$ cat src/rtl/conv_complex_arbiter.sv
// Two-requester front end for a shared conv_complex core: round-robin job pick,
// operand hold while the core runs, watchdog abort, and a valid/ready result port.
module conv_complex_arbiter #(
    parameter  int QI        = 4,
    parameter  int QF        = 4,
    parameter  int NUM_ELEMS = 3,
    parameter  int TIMEOUT   = 64,
    localparam int W         = QI + QF,
    localparam int KW        = 6 * W,
    localparam int SW        = 2 * W * NUM_ELEMS,
    localparam int CW        = 2 * W * (NUM_ELEMS + 2)
) (
    input  logic          clk,
    input  logic          rst,
    input  logic          req0_valid,
    output logic          req0_ready,
    input  logic [KW-1:0] req0_kernel,
    input  logic [SW-1:0] req0_signal,
    input  logic          req1_valid,
    output logic          req1_ready,
    input  logic [KW-1:0] req1_kernel,
    input  logic [SW-1:0] req1_signal,
    output logic          rsp_valid,
    input  logic          rsp_ready,
    output logic          rsp_id,
    output logic [CW-1:0] rsp_conv,
    output logic          rsp_overflow,
    output logic          rsp_timeout,
    output logic          core_en,
    output logic [KW-1:0] core_kernel,
    output logic [SW-1:0] core_signal,
    input  logic [CW-1:0] core_conv,
    input  logic          core_overflow,
    input  logic          core_done,
    output logic          busy
);

    localparam int CNTW = $clog2(TIMEOUT);

    typedef enum logic [1:0] {IDLE, RUN, RELEASE, RESP} state_t;

    state_t            state_q;
    state_t            state_d;
    logic [CNTW-1:0]   cnt;
    logic              last_grant;
    logic              sel;
    logic              grant;
    logic              cnt_max;

    // On a tie the requester that did not win last time goes first.
    always_comb begin
        sel = 1'b1;
        if (req0_valid && req1_valid)
            sel = ~last_grant;
        else if (req0_valid)
            sel = 1'b0;
    end

    assign grant   = (state_q == IDLE) && !rst && (sel ? req1_valid : req0_valid);
    assign cnt_max = (cnt == CNTW'(TIMEOUT - 1));

    always_ff @(posedge clk) begin
        if (rst)
            state_q <= IDLE;
        else
            state_q <= state_d;
    end

    // RELEASE waits for done to drop so a lingering done cannot finish the next job.
    always_comb begin
        state_d = state_q;
        case (state_q)
            IDLE:    if (grant) state_d = RUN;
            RUN:     if (core_done || cnt_max) state_d = RELEASE;
            RELEASE: if (!core_done || cnt_max) state_d = RESP;
            RESP:    if (rsp_ready) state_d = IDLE;
            default: state_d = IDLE;
        endcase
    end

    always_comb begin
        req0_ready = grant && !sel;
        req1_ready = grant && sel;
        busy       = (state_q != IDLE);
        rsp_valid  = (state_q == RESP);
    end

    always_ff @(posedge clk) begin
        if (rst) begin
            cnt          <= '0;
            last_grant   <= 1'b1;
            core_en      <= 1'b0;
            core_kernel  <= '0;
            core_signal  <= '0;
            rsp_id       <= 1'b0;
            rsp_conv     <= '0;
            rsp_overflow <= 1'b0;
            rsp_timeout  <= 1'b0;
        end else begin
            case (state_q)
                IDLE: begin
                    if (grant) begin
                        core_kernel <= sel ? req1_kernel : req0_kernel;
                        core_signal <= sel ? req1_signal : req0_signal;
                        rsp_id      <= sel;
                        last_grant  <= sel;
                        cnt         <= '0;
                        core_en     <= 1'b1;
                    end
                end
                RUN: begin
                    if (core_done) begin
                        rsp_conv     <= core_conv;
                        rsp_overflow <= core_overflow;
                        rsp_timeout  <= 1'b0;
                        core_en      <= 1'b0;
                        cnt          <= '0;
                    end else if (cnt_max) begin
                        rsp_conv     <= '0;
                        rsp_overflow <= 1'b0;
                        rsp_timeout  <= 1'b1;
                        core_en      <= 1'b0;
                        cnt          <= '0;
                    end else begin
                        cnt <= cnt + CNTW'(1);
                    end
                end
                RELEASE: cnt <= cnt + CNTW'(1);
                default: ;
            endcase
        end
    end

endmodule

$ cat config.mk
export PLATFORM = sky130hd
export DESIGN_NAME = conv_complex_arbiter
export DESIGN_NICKNAME = d
export VERILOG_FILES = /design/src/rtl/conv_complex_arbiter.sv
export SDC_FILE = /design/constraint.sdc
export NUM_CORES = 1
export LEC_CHECK = 0
export CAP_MARGIN = 40
export CELL_PAD_IN_SITES_DETAIL_PLACEMENT = 1
export CELL_PAD_IN_SITES_GLOBAL_PLACEMENT = 1
export CORE_AREA = 2 2 179 181
export CTS_CLUSTER_DIAMETER = 60
export DETAILED_ROUTE_END_ITERATION = 7
export DIE_AREA = 0 0 181 183
export GPL_TIMING_DRIVEN = 0
export PLACE_DENSITY = 0.79
export SYNTH_ARGS = -nofsm -noshare
export SYNTH_HDL_FRONTEND = slang
export SYNTH_SLANG_ARGS = --single-unit
export TNS_END_PERCENT = 30
$ cat constraint.sdc
create_clock -name clk -period 2.9 [get_ports clk]
set_input_delay 0.435 -clock clk [delete_from_list [all_inputs] [get_ports clk]]
set_output_delay 0.435 -clock clk [all_outputs]
set_load 0.1 [all_outputs]
=== Yosys cells after proc, flatten, opt, wreduce, memory -nomap -nowiden ===
Index checks and enable logic that the tools add are counted.

* $add $sub $neg: 1
* Eq/ne operators: 9
* Multiplexer cells: 23
* Bitwise logic cells: 1
* Reduce and logical (&&, ||, !) cells: 20

{| class="wikitable"
|+ Operators with widths
! cell !! number
|-
| 80-bit 2-to-1 mux || 2
|-
| 48-bit 2-to-1 mux || 2
|-
| 6-bit 2-to-1 mux || 3
|-
| 6-bit case mux with 3 select lines || 1
|-
| 1-bit 2-to-1 mux || 9
|-
| 2-bit 2-to-1 mux || 4
|-
| 2-bit case mux with 4 select lines || 1
|-
| 6-bit by 1-bit adder with 6-bit output (second input constant) || 1
|-
| 6-bit == test (second input constant) || 1
|-
| 2-bit inequality test (second input constant) || 3
|-
| 2-bit AND reduction || 3
|-
| 2-bit nonzero test || 3
|-
| 1-bit logical AND || 5
|-
| 2-bit == test (second input constant) || 2
|-
| 4-bit AND reduction || 1
|-
| 1-bit zero test || 3
|-
| 3-bit inequality test (second input constant) || 1
|-
| 3-bit AND reduction || 1
|-
| 3-bit nonzero test || 1
|-
| 2-bit by 1-bit == test with 1-bit output (second input constant) || 1
|-
| 2-bit zero test || 1
|-
| 1-bit logical OR || 2
|-
| 2-bit by 1-bit inequality test with 1-bit output (second input constant) || 1
|-
| 1-bit case mux with 2 select lines || 1
|-
| 1-bit inverter || 1
|}

* Flip-flop bits (word level): 189
* Input bits: 279
* Output and inout port bits: 184
* Logic and storage cells: 64

=== Depth between registers and ports, before layout ===
* Depth after elaboration: 6
* Gate-level depth with buffers: 9
* Depth with buffers taken out: 6

=== Least setup slack after synthesis ===
Ideal clock, no wire load.

* Path type: register -> output
* Start: register state_q[0]
* End: output port req0_ready
* Arrival: 2,057 ps
* Required time: 2,465 ps
* Slack: 408 ps
* Stages on the path, launching flop included: 6
* Path buffers: 1
* Cells stage by stage: dfxtp_1 > inv_1 > ha_1 > nand2b_4 > nor3_2 > clkbuf_1

* Cells in the longest elaborated chain, start to end: 4

{| class="wikitable"
|+ RTL lines
! element !! line !! source
|-
| start, declared || 42 || <nowiki>state_t state_q;</nowiki>
|-
| start signal, assigned || 66 || <nowiki>state_q <= state_d;</nowiki>
|-
| 2-bit zero test || 59 || <nowiki>assign grant = (state_q == IDLE) && !rst && (sel ? req1_valid : req0_valid);</nowiki>
|-
| 1-bit logical AND (2 in a row) || 59 ||
|-
| 1-bit logical AND || 82 || <nowiki>req0_ready = grant && !sel;</nowiki>
|-
| end, declared || 16 || <nowiki>output logic req0_ready,</nowiki>
|}

No other way between the ends.

=== Final worst setup path ===
Same ends and word-level chain as after synthesis.

==> results.ini <==
[cts]
cts_tree = yes
clkLatencyLatePin_ps = 440
cts_root_buf = clkbuf_16
cts_buffers = 17
clk_pin_slew_ps = 70
htreeDepth = 4
cts.sinks = 189
cts_hold_buf = 0
clockBufferDepth = 2

[timing]
finalHoldViolCount = 0
relSlewSlack_pct = 43.7
maxSlewViolCount = 0
min_period_over_period_pct = 95.3
setup_ws_ps = 135
setup_viol = 0
holdWs_ps = 378
period_needed_ps = 2760
max_freq_ghz = 0.362
tightest_slew_ps = 844
skew_ps = 13.5
fin_tns_setup_ps = 0
rsz0062_at_grt = no

[detailed_routing]
vias = 8382
drt_iter0_markers = 698
dr.max_layer_used = met4
first_pass_iters = 8
vias_per_cell = 4.97
ant_nets = 0
drc = 4
dr_wl_met3_um = 3100
routed_wl_um = 40500
wl_per_cell_um = 24.0
wl_met1_um = 14500
wl_met2_um = 21400

[yosys]
synth_area_mm2 = 0.00658
syn_nets = 881
synth-seq-cells = 189
yosys_warnings = 0
synthArstFlopShare_pct = 0
yosysTopAreaCell = dfxtp_1
synth.distinct_cells = 36
yosys.area.top_type_share_pct = 57.5
ys_seq_area_share_pct = 57.5
synth-edff-count = 0
yosys_most_used_dff = dfxtp_1
avgSynthCellArea_um2 = 11.0
synthesis.instances = 596
ys_top_cells_by_area = dfxtp_1, a222oi_1, a22o_1

[global_route]
gr-usage-all-layers_pct = 23.9
grt_remaining_overflow = 0
grt_max_degree = 19
antenna_found_initial = 7
grt_pass1_vias = 9344
grt_pass1_wl_um = 59300

[min_path]
hp-class = primary input to register
holdPathStages = 3

[worst_setup_path]
arrival_ps = 2330
cpMaxStageDelayCell = clkdlybuf4s50_1
worstPathMaxFanout = 10
crit_type = register to primary output
max_stage_delay_ps = 520
critPathCaptureType = primary output
reg2regPathDepth = 8
cp.required_ps = 2470
worstPathCellList = inv_2 -> ha_4 -> nand2b_4 -> nor3_4 -> clkbuf_8 -> clkdlybuf4s50_1 -> buf_8
cp-start-kind = register

[layout]
mostFrequentLayoutCells = clkdlybuf4s50_1, dfxtp_1, buf_8, nor2_1, a222oi_1
fin_cells = 1688
area_growth_pct = 145
drive_gt1_share_pct = 19.7
fillerInstances = 3171
fin_util_pct = 51.6
final_common_cell = clkdlybuf4s50_1
postLayoutCellArea_mm2 = 0.0161
final_nets = 1552

[floorplan]
start_util_pct = 21.1
die_y_um = 183
dieArea_mm2 = 0.0331
io-pin-count = 463
row_count = 65
core-area_mm2 = 0.0312
die_w_um = 181

[power]
vdd_drop_max_uv = 435
total_power_mw = 13.4
p_per_area_mw_per_mm2 = 831
leakagePower_nw = 6.28

[placement]
preCtsSetupSlack_ps = -687
post-dp-hpwl_um = 33000
portBuffers = 461
placed_area_mm2 = 0.0154
dpl.cell_count = 1647
place_congestion = 0.786

[outcome]
status = complete, but fails checks
violations = design-rule violations

[flow_run]
cap_violations = 0

-- metal layers --
layer,GRT usage [%],vias to the layer above
li1,-,3725
met1,24.8,4119
met2,44.7,467
met3,6.93,71
met4,10.4,0
met5,0,-
-- timing repair --
| action | 4_1_cts | 5_1_grt |
|---|---|---|
| buffers inserted | 2 | 0 |
| pin swaps | 2 | 0 |
| setup endpoints to repair | 2 | 2 |
| cloned | 0 | 0 |
| resized for setup | 8 | 2 |
-- cells by family (layout without fill, tap and decap cells) --
group	after synthesis	after routing	share of synthesized area, %
fa+ha+maj	6	6	1.14
buf+inv	68	752	4.64
compound gates	209	209	28.8
flops	189	189	57.5
simple gates	124	124	7.91
other cells	0	6	0
-- registers in the layout, indices dropped and copies added, names as in the netlist --
register	count
rsp_conv	80
core_kernel	48
core_signal	48
cnt	6
state_q	2
core_en	1
last_grant	1
rsp_id	1
rsp_overflow	1
rsp_timeout	1
-- worst max-delay path: cells and delay by family (launching register included) --
kind	cells	cell delay, ps
fa+ha+maj	1	190
buf+inv	4	1040
simple gates	2	320
flops	1	350
-- area by class of cell --
type | instances | area (µm²) | share of cell area (%)
multi-input combinational | 339 | 2520 | 15.6
clock buffer | 20 | 467 | 2.90
timing repair buffer | 652 | 8390 | 52.1
buffer | 60 | 288 | 1.79
antenna | 6 | 15.0 | 0.0932
sequential | 189 | 3780 | 23.5
tap | 402 | 503 | 3.12
inverter | 8 | 30.0 | 0.186
clock inverter | 12 | 118 | 0.730
-- report_power, final --
group / internal [mW] / switching (mW) / total (mW)
Combinational: 3.06 / 4.64 / 7.70
Sequential: 3.01 / 0.283 / 3.29
Clock: 1.21 / 1.19 / 2.40
Total: 7.29 / 6.11 / 13.4
-- path summary, 6_finish.rpt --
check / startpoint / to / slack, ps
max: state_q[0] / req0_ready / 140
min reg2reg: rsp_conv[7] / rsp_conv[7] / 490
max reg2reg: state_q[0] / core_signal[24] / 520
min: rst / last_grant / 380
-- cell usage after synthesis, drive strengths merged (3+ instances only) --
master / count
inv: 8
clkbuf: 40
a22o: 81
nand3: 4
nor2b: 3
buf: 20
ha: 6
a21oi: 11
o21ai: 6
a222oi: 96
nor2: 100
dfxtp: 189
nand2: 6
Power figures use the tool's default switching activity.
